==> src/rtl/uart_rx_fifo.sv <==
// UART receiver for the picorv32 native bus: 2-flop input sync, 8N1 deframer,
// receive FIFO and a DATA/STATUS register pair.
module uart_rx_fifo #(
    parameter int CLK_HZ     = 100000000,
    parameter int BAUD       = 115200,
    parameter int FIFO_DEPTH = 16
) (
    input  logic        clk,
    input  logic        resetn,
    input  logic        enable,
    input  logic        mem_valid,
    output logic        mem_ready,
    input  logic        mem_instr,
    input  logic [31:0] mem_addr,
    input  logic [3:0]  mem_wstrb,
    input  logic [31:0] mem_wdata,
    output logic [31:0] mem_rdata,
    input  logic        serialIn
);

    localparam int BIT_TICKS  = CLK_HZ / BAUD;
    localparam int HALF_TICKS = BIT_TICKS / 2;
    localparam int CNT_W      = (BIT_TICKS > 2) ? $clog2(BIT_TICKS) : 1;
    localparam int AW         = (FIFO_DEPTH > 1) ? $clog2(FIFO_DEPTH) : 1;

    localparam logic [CNT_W-1:0] BIT_RELOAD  = CNT_W'(BIT_TICKS - 1);
    localparam logic [CNT_W-1:0] HALF_RELOAD = CNT_W'(HALF_TICKS - 1);
    localparam logic [AW:0]      DEPTH_CNT   = (AW + 1)'(FIFO_DEPTH);

    // IDLE: wait start edge | START: mid-bit recheck | DATA: 8 bits LSB first | STOP: check stop | BREAK: wait line high
    typedef enum logic [2:0] {
        S_IDLE,
        S_START,
        S_DATA,
        S_STOP,
        S_BREAK
    } rx_state_t;

    logic             rx_meta;
    logic             rx;
    rx_state_t        state;
    rx_state_t        state_nxt;
    logic [CNT_W-1:0] cnt;
    logic [CNT_W-1:0] cnt_nxt;
    logic [2:0]       idx;
    logic [2:0]       idx_nxt;
    logic [7:0]       shreg;
    logic [7:0]       shreg_nxt;
    logic             push;
    logic             frame_set;

    logic [7:0]       fifo_mem [FIFO_DEPTH];
    logic [AW-1:0]    wr_ptr;
    logic [AW-1:0]    rd_ptr;
    logic [AW:0]      count;
    logic [AW:0]      count_nxt;
    logic             overrun;
    logic             frame_err;

    logic             req;
    logic             is_write;
    logic [1:0]       reg_sel;
    logic             empty;
    logic             full;
    logic             pop;
    logic             accept;
    logic             overrun_set;
    logic             clr_overrun;
    logic             clr_frame_err;
    logic [7:0]       count_byte;
    logic [31:0]      status_word;
    logic [31:0]      rdata_nxt;
    logic             unused_bits;

    assign unused_bits = &{1'b0, mem_instr, mem_addr[31:4], mem_addr[1:0],
                           mem_wdata[31:4], mem_wdata[1:0]};

    always_ff @(posedge clk) begin
        if (!resetn) begin
            rx_meta <= 1'b1;
            rx      <= 1'b1;
        end else begin
            rx_meta <= serialIn;
            rx      <= rx_meta;
        end
    end

    always_ff @(posedge clk) begin
        if (!resetn) begin
            state <= S_IDLE;
            cnt   <= '0;
            idx   <= '0;
            shreg <= '0;
        end else begin
            state <= state_nxt;
            cnt   <= cnt_nxt;
            idx   <= idx_nxt;
            shreg <= shreg_nxt;
        end
    end

    always_comb begin
        state_nxt = state;
        cnt_nxt   = cnt;
        idx_nxt   = idx;
        shreg_nxt = shreg;
        push      = 1'b0;
        frame_set = 1'b0;
        case (state)
            S_IDLE: begin
                if (!rx) begin
                    state_nxt = S_START;
                    cnt_nxt   = HALF_RELOAD;
                end
            end
            S_START: begin
                if (cnt != '0) begin
                    cnt_nxt = cnt - 1'b1;
                end else if (!rx) begin
                    state_nxt = S_DATA;
                    cnt_nxt   = BIT_RELOAD;
                    idx_nxt   = '0;
                end else begin
                    state_nxt = S_IDLE;
                end
            end
            S_DATA: begin
                if (cnt != '0) begin
                    cnt_nxt = cnt - 1'b1;
                end else begin
                    shreg_nxt[idx] = rx;
                    cnt_nxt        = BIT_RELOAD;
                    if (idx == 3'd7) begin
                        state_nxt = S_STOP;
                    end else begin
                        idx_nxt = idx + 1'b1;
                    end
                end
            end
            S_STOP: begin
                if (cnt != '0) begin
                    cnt_nxt = cnt - 1'b1;
                end else if (rx) begin
                    push      = 1'b1;
                    state_nxt = S_IDLE;
                end else begin
                    frame_set = 1'b1;
                    state_nxt = S_BREAK;
                end
            end
            S_BREAK: begin
                if (rx) begin
                    state_nxt = S_IDLE;
                end
            end
            default: state_nxt = S_IDLE;
        endcase
    end

    assign req      = mem_valid & enable & ~mem_ready;
    assign is_write = |mem_wstrb;
    assign reg_sel  = mem_addr[3:2];
    assign empty    = (count == '0);
    assign full     = (count == DEPTH_CNT);
    assign pop      = req & ~is_write & (reg_sel == 2'd0) & ~empty;

    // A pop on the same edge frees the slot, so a push into a full FIFO still lands.
    assign accept      = push & (~full | pop);
    assign overrun_set = push & full & ~pop;

    assign clr_overrun   = req & is_write & (reg_sel == 2'd1) & mem_wstrb[0] & mem_wdata[2];
    assign clr_frame_err = req & is_write & (reg_sel == 2'd1) & mem_wstrb[0] & mem_wdata[3];

    always_comb begin
        count_nxt = count;
        case ({accept, pop})
            2'b10:   count_nxt = count + 1'b1;
            2'b01:   count_nxt = count - 1'b1;
            default: count_nxt = count;
        endcase
    end

    always_ff @(posedge clk) begin
        if (accept) begin
            fifo_mem[wr_ptr] <= shreg;
        end
    end

    always_ff @(posedge clk) begin
        if (!resetn) begin
            wr_ptr    <= '0;
            rd_ptr    <= '0;
            count     <= '0;
            overrun   <= 1'b0;
            frame_err <= 1'b0;
        end else begin
            if (accept) begin
                wr_ptr <= wr_ptr + 1'b1;
            end
            if (pop) begin
                rd_ptr <= rd_ptr + 1'b1;
            end
            count     <= count_nxt;
            overrun   <= overrun_set | (overrun & ~clr_overrun);
            frame_err <= frame_set | (frame_err & ~clr_frame_err);
        end
    end

    assign count_byte  = 8'(count);
    assign status_word = {16'h0000, count_byte, 4'h0, frame_err, overrun, full, ~empty};

    always_comb begin
        rdata_nxt = '0;
        if (!is_write) begin
            case (reg_sel)
                2'd0:    rdata_nxt = empty ? 32'h0 : {24'h0, fifo_mem[rd_ptr]};
                2'd1:    rdata_nxt = status_word;
                default: rdata_nxt = '0;
            endcase
        end
    end

    always_ff @(posedge clk) begin
        if (!resetn) begin
            mem_ready <= 1'b0;
            mem_rdata <= '0;
        end else begin
            mem_ready <= req;
            mem_rdata <= req ? rdata_nxt : 32'h0;
        end
    end

endmodule

==> config.mk <==
export PLATFORM = sky130hd
export DESIGN_NAME = uart_rx_fifo
export DESIGN_NICKNAME = d
export VERILOG_FILES = /design/src/rtl/uart_rx_fifo.sv
export SDC_FILE = /design/constraint.sdc
export NUM_CORES = 1
export LEC_CHECK = 0
export CAP_MARGIN = 5
export CORE_MARGIN = 4
export CORE_UTILIZATION = 50
export DETAILED_ROUTE_END_ITERATION = 8
export DONT_BUFFER_PORTS = 1
export PLACE_DENSITY_LB_ADDON = 0.05
export SLEW_MARGIN = 20
export SYNTH_ARGS = -nofsm -noshare
export SYNTH_HDL_FRONTEND = slang
export SYNTH_SLANG_ARGS = --single-unit
export TNS_END_PERCENT = 50
==> constraint.sdc <==
create_clock -name clk -period 3.85 [get_ports clk]
set_clock_uncertainty 0.2 [all_clocks]
set_input_delay 0.77 -clock clk [delete_from_list [all_inputs] [get_ports clk]]
set_output_delay 0.77 -clock clk [all_outputs]
set_load 0.05 [all_outputs]
==> qor.yml <==
grt:
  track_usage_pct: 17.99
  antenna_found_initial: 0
  grt_pass1_vias: 4327
  overflow: 0
  grt_pass1_wl_um: 24180
  grt_max_degree: 25
clock_network:
  cts_setup_buffers: 0
  cts_sinks: 187
  cts_tree: "done"
  clockBufferDepth: 2
  cts_buffers: 17
  holdBufCountCts: 0
  clk_pin_slew_ns: 0.07
  insertion_delay_ns: 0.43
  htreeDepth: 4
  ctsRootBufferMaster: "clkbuf_16"
  cts_resized: 0
sta:
  fin_tns_setup_ns: 0
  final.min_clock_period_ns: 3.241
  rsz0062_at_grt: "no"
  fmax_mhz: 308.5
  slew_headroom_pct: 34.32
  tightest_slew_ns: 0.9839
  timing.final.crit_share_pct: 84.19
  slew_viol_final: 0
  hold_viol_final: 0
  setup_viol: 0
  finalWorstSetupSlack_ns: 0.6089
placement:
  portBuffers: 0
  dpl.hpwl_um: 10290
  place_ws_ns: 0.5159
  gp_congestion: 0.7982
worst_setup_path:
  end_kind: "flip-flop"
  cpPeakStageDelay_ns: 0.56
  worstPathMaxFanout: 6
  path_class: "flip-flop to flip-flop"
  crit_family: "simple AND/OR/NAND/NOR gates"
  critPathRequiredTime_ns: 4.00
  cp.buffers_inverters: 2
  crit_top_cell: "ha_1"
  crit_slowest_cell: "or4b_1"
  critPathArrivalTime_ns: 3.39
  crit_chain: "inv_1, ha_1, or4b_1, nor4_4, nor2_1, buf_4, ha_1, nand2b_1, a21oi_1, or3_2, nand3_1, nor3b_1"
  cp-start-kind: "flip-flop"
die:
  row_count: 45
  die_w_um: 133.3
  die_area_mm2: 0.01778
  ios: 107
  die_h_um: 133.3
  coreArea_mm2: 0.01531
  start_util_pct: 51.29
detailed_routing:
  wl_per_cell_um: 19.30
  firstDrtPassIters: 4
  viasPerCell: 5.628
  drt_wl_total_um: 15300
  drc_errors: 0
  ant_nets: 0
  vias: 4463
  drt_iter0_drc: 306
logic_synthesis:
  synth_edf_count: 128
  ys_warn_count: 0
  syn_area_mm2: 0.007855
  synth.distinct_cells: 66
  synth_area_per_cell_um2: 14.23
  ys_seq_elements: 187
  synthArstFlopShare_pct: 0
  ys.flop_type: "edfxtp_1"
  synth_cells: 552
  ys_seq_area_share_pct: 63.97
power:
  p_switching_mw: 0.9349
  p_seq_share_pct: 52.5
  intPower_mw: 3.189
  powerDensity_mw_per_mm2: 474.2
  power_frac_comb_pct: 6.3
  swShare_pct: 22.67
  ir_worst_vdd_mv: 0.2993
  power_leakage_nw: 3.123
  p_clk_share_pct: 41.2
  power_mw: 4.124
cells_and_area:
  fill_cells: 1239
  multi_input_area_mm2: 0.002603
  n_antenna_cell: 0
  drive_above_1_share_pct: 17.70
  layout.nets: 656
  regArea_mm2: 0.005026
  area_delta_synth_final_pct: 10.70
worst_hold_path:
  min_path_type: "flip-flop to flip-flop"
run_status:
  status: "finished, final reports clean"
run:
  max-cap-violations: 0
[power by group through the flow]
stage	logic (mW)	clock network (mW)	registers, mW
floorplan	0.234	0	2.20
global route	0.291	1.82	2.17
finish	0.259	1.70	2.17
CTS	0.256	1.73	2.17
detailed placement	0.256	0	2.21
global placement	0.252	0	2.21
[cell families after synthesis]
logic type,count (synthesis),share of synthesized area (%)
AO/OA/AOI/OAI,74,6.579
adder cells (fa/ha/maj),13,2.166
buffers and inverters,58,3.759
other,1,0.04774
AND/OR/NAND/NOR,158,10.53
flip-flops,187,63.97
multiplexers,53,12.06
XOR/XNOR,8,0.8920
[through the flow]
step / utilization [%] / instances / instance area, um2 / hold slack (ns)
after global routing: 56.78 / 793 / 8696 / 0.2013
after floorplan: - / 570 / 7923 / 0.1863
after detailed placement: 53.06 / 761 / 8125 / 0.1995
final: 56.78 / 793 / 8696 / 0.2109
after global placement: 53.06 / 761 / 8125 / 0.1916
after CTS: 56.78 / 793 / 8696 / 0.1999
[synth_stat cells (all sizes together) (4+ instances only)]
library cell,count,area [um2]
buf,24,167.7
or3,9,57.56
edfxtp,128,3844
nor2b,4,25.02
o21ai,9,45.04
nor3,18,90.09
xnor2,5,43.79
inv,14,52.55
nor2,46,172.7
mux4,33,743.2
clkbuf,20,75.07
nand2,28,105.1
a21oi,25,125.1
dfxtp,59,1181
ha,12,150.1
mux2i,17,170.2
a211oi,10,75.07
nand4,4,25.02
nand3,17,85.08
nand2b,7,43.79
nor4,6,73.82
[cell usage in the layout, fill, tap and decap left out, types with 3 or more instances in the layout]
master     count
inv_1         14
nor3_1        18
nor4_1         3
clkbuf_16     17
nand2_1       28
nor2_1        46
ha_1          12
nor3b_1        3
buf_4         24
mux2i_1       17
nand2b_1       7
o21ai_0        9
conb_1        19
clkinv_2       3
mux4_2        33
xor2_1         3
dfxtp_1       58
mux2_2         3
nand3b_1       3
nor2b_1        4
or3_1          8
xnor2_1        5
a211oi_1      10
nand3_1       17
a21oi_1       25
nand4_1        4
edfxtp_1     128
[metal layers]
layer  GRT usage, %  wire (um)  vias up
li1               -          -     2100
met1          25.48       7094     2261
met2          27.23       7364       82
met3          4.607        569       20
met4          6.400        276        0
met5              0          0        -
[area by class of cell]
type	instances	share of cell area, %
multi-input combinational	325	29.93
tap	211	3.036
timing repair buffer	24	2.072
inverter	14	0.6043
clock inverter	12	1.424
sequential	187	57.80
clock buffer	20	5.137
[state kept, by name, summed over array words and instances (netlist names), named ones only]
| register | count |
|---|---|
| overrun | 1 |
| mem_ready | 1 |
| shreg | 8 |
| cnt | 10 |
| rx | 1 |
| idx | 3 |
| state | 3 |
| wr_ptr | 4 |
| fifo_mem | 128 |
| rx_meta | 1 |
| mem_rdata | 13 |
| count | 5 |
| rd_ptr | 4 |
| frame_err | 1 |
[worst register-to-register path: stages, from the launching register on]
cell and delay (ns):
dfxtp_1 0.34, inv_1 0.09, ha_1 0.21, or4b_1 0.56
nor4_4 0.33, nor2_1 0.10, buf_4 0.17, ha_1 0.31
nand2b_1 0.08, a21oi_1 0.07, or3_2 0.43, nand3_1 0.09
nor3b_1 0.17
[path summary, 6_finish.rpt]
check	startpoint	to	slack, ns	cells past startpoint
worst max register to register	cnt[0]	count[4]	0.61	12
worst min register to register	rx_meta	rx	0.21	1
worst min-delay path	rx_meta	rx	0.21	1
worst max-delay path	cnt[0]	count[4]	0.61	12
No activity file was read; power rests on OpenSTA's default activity.
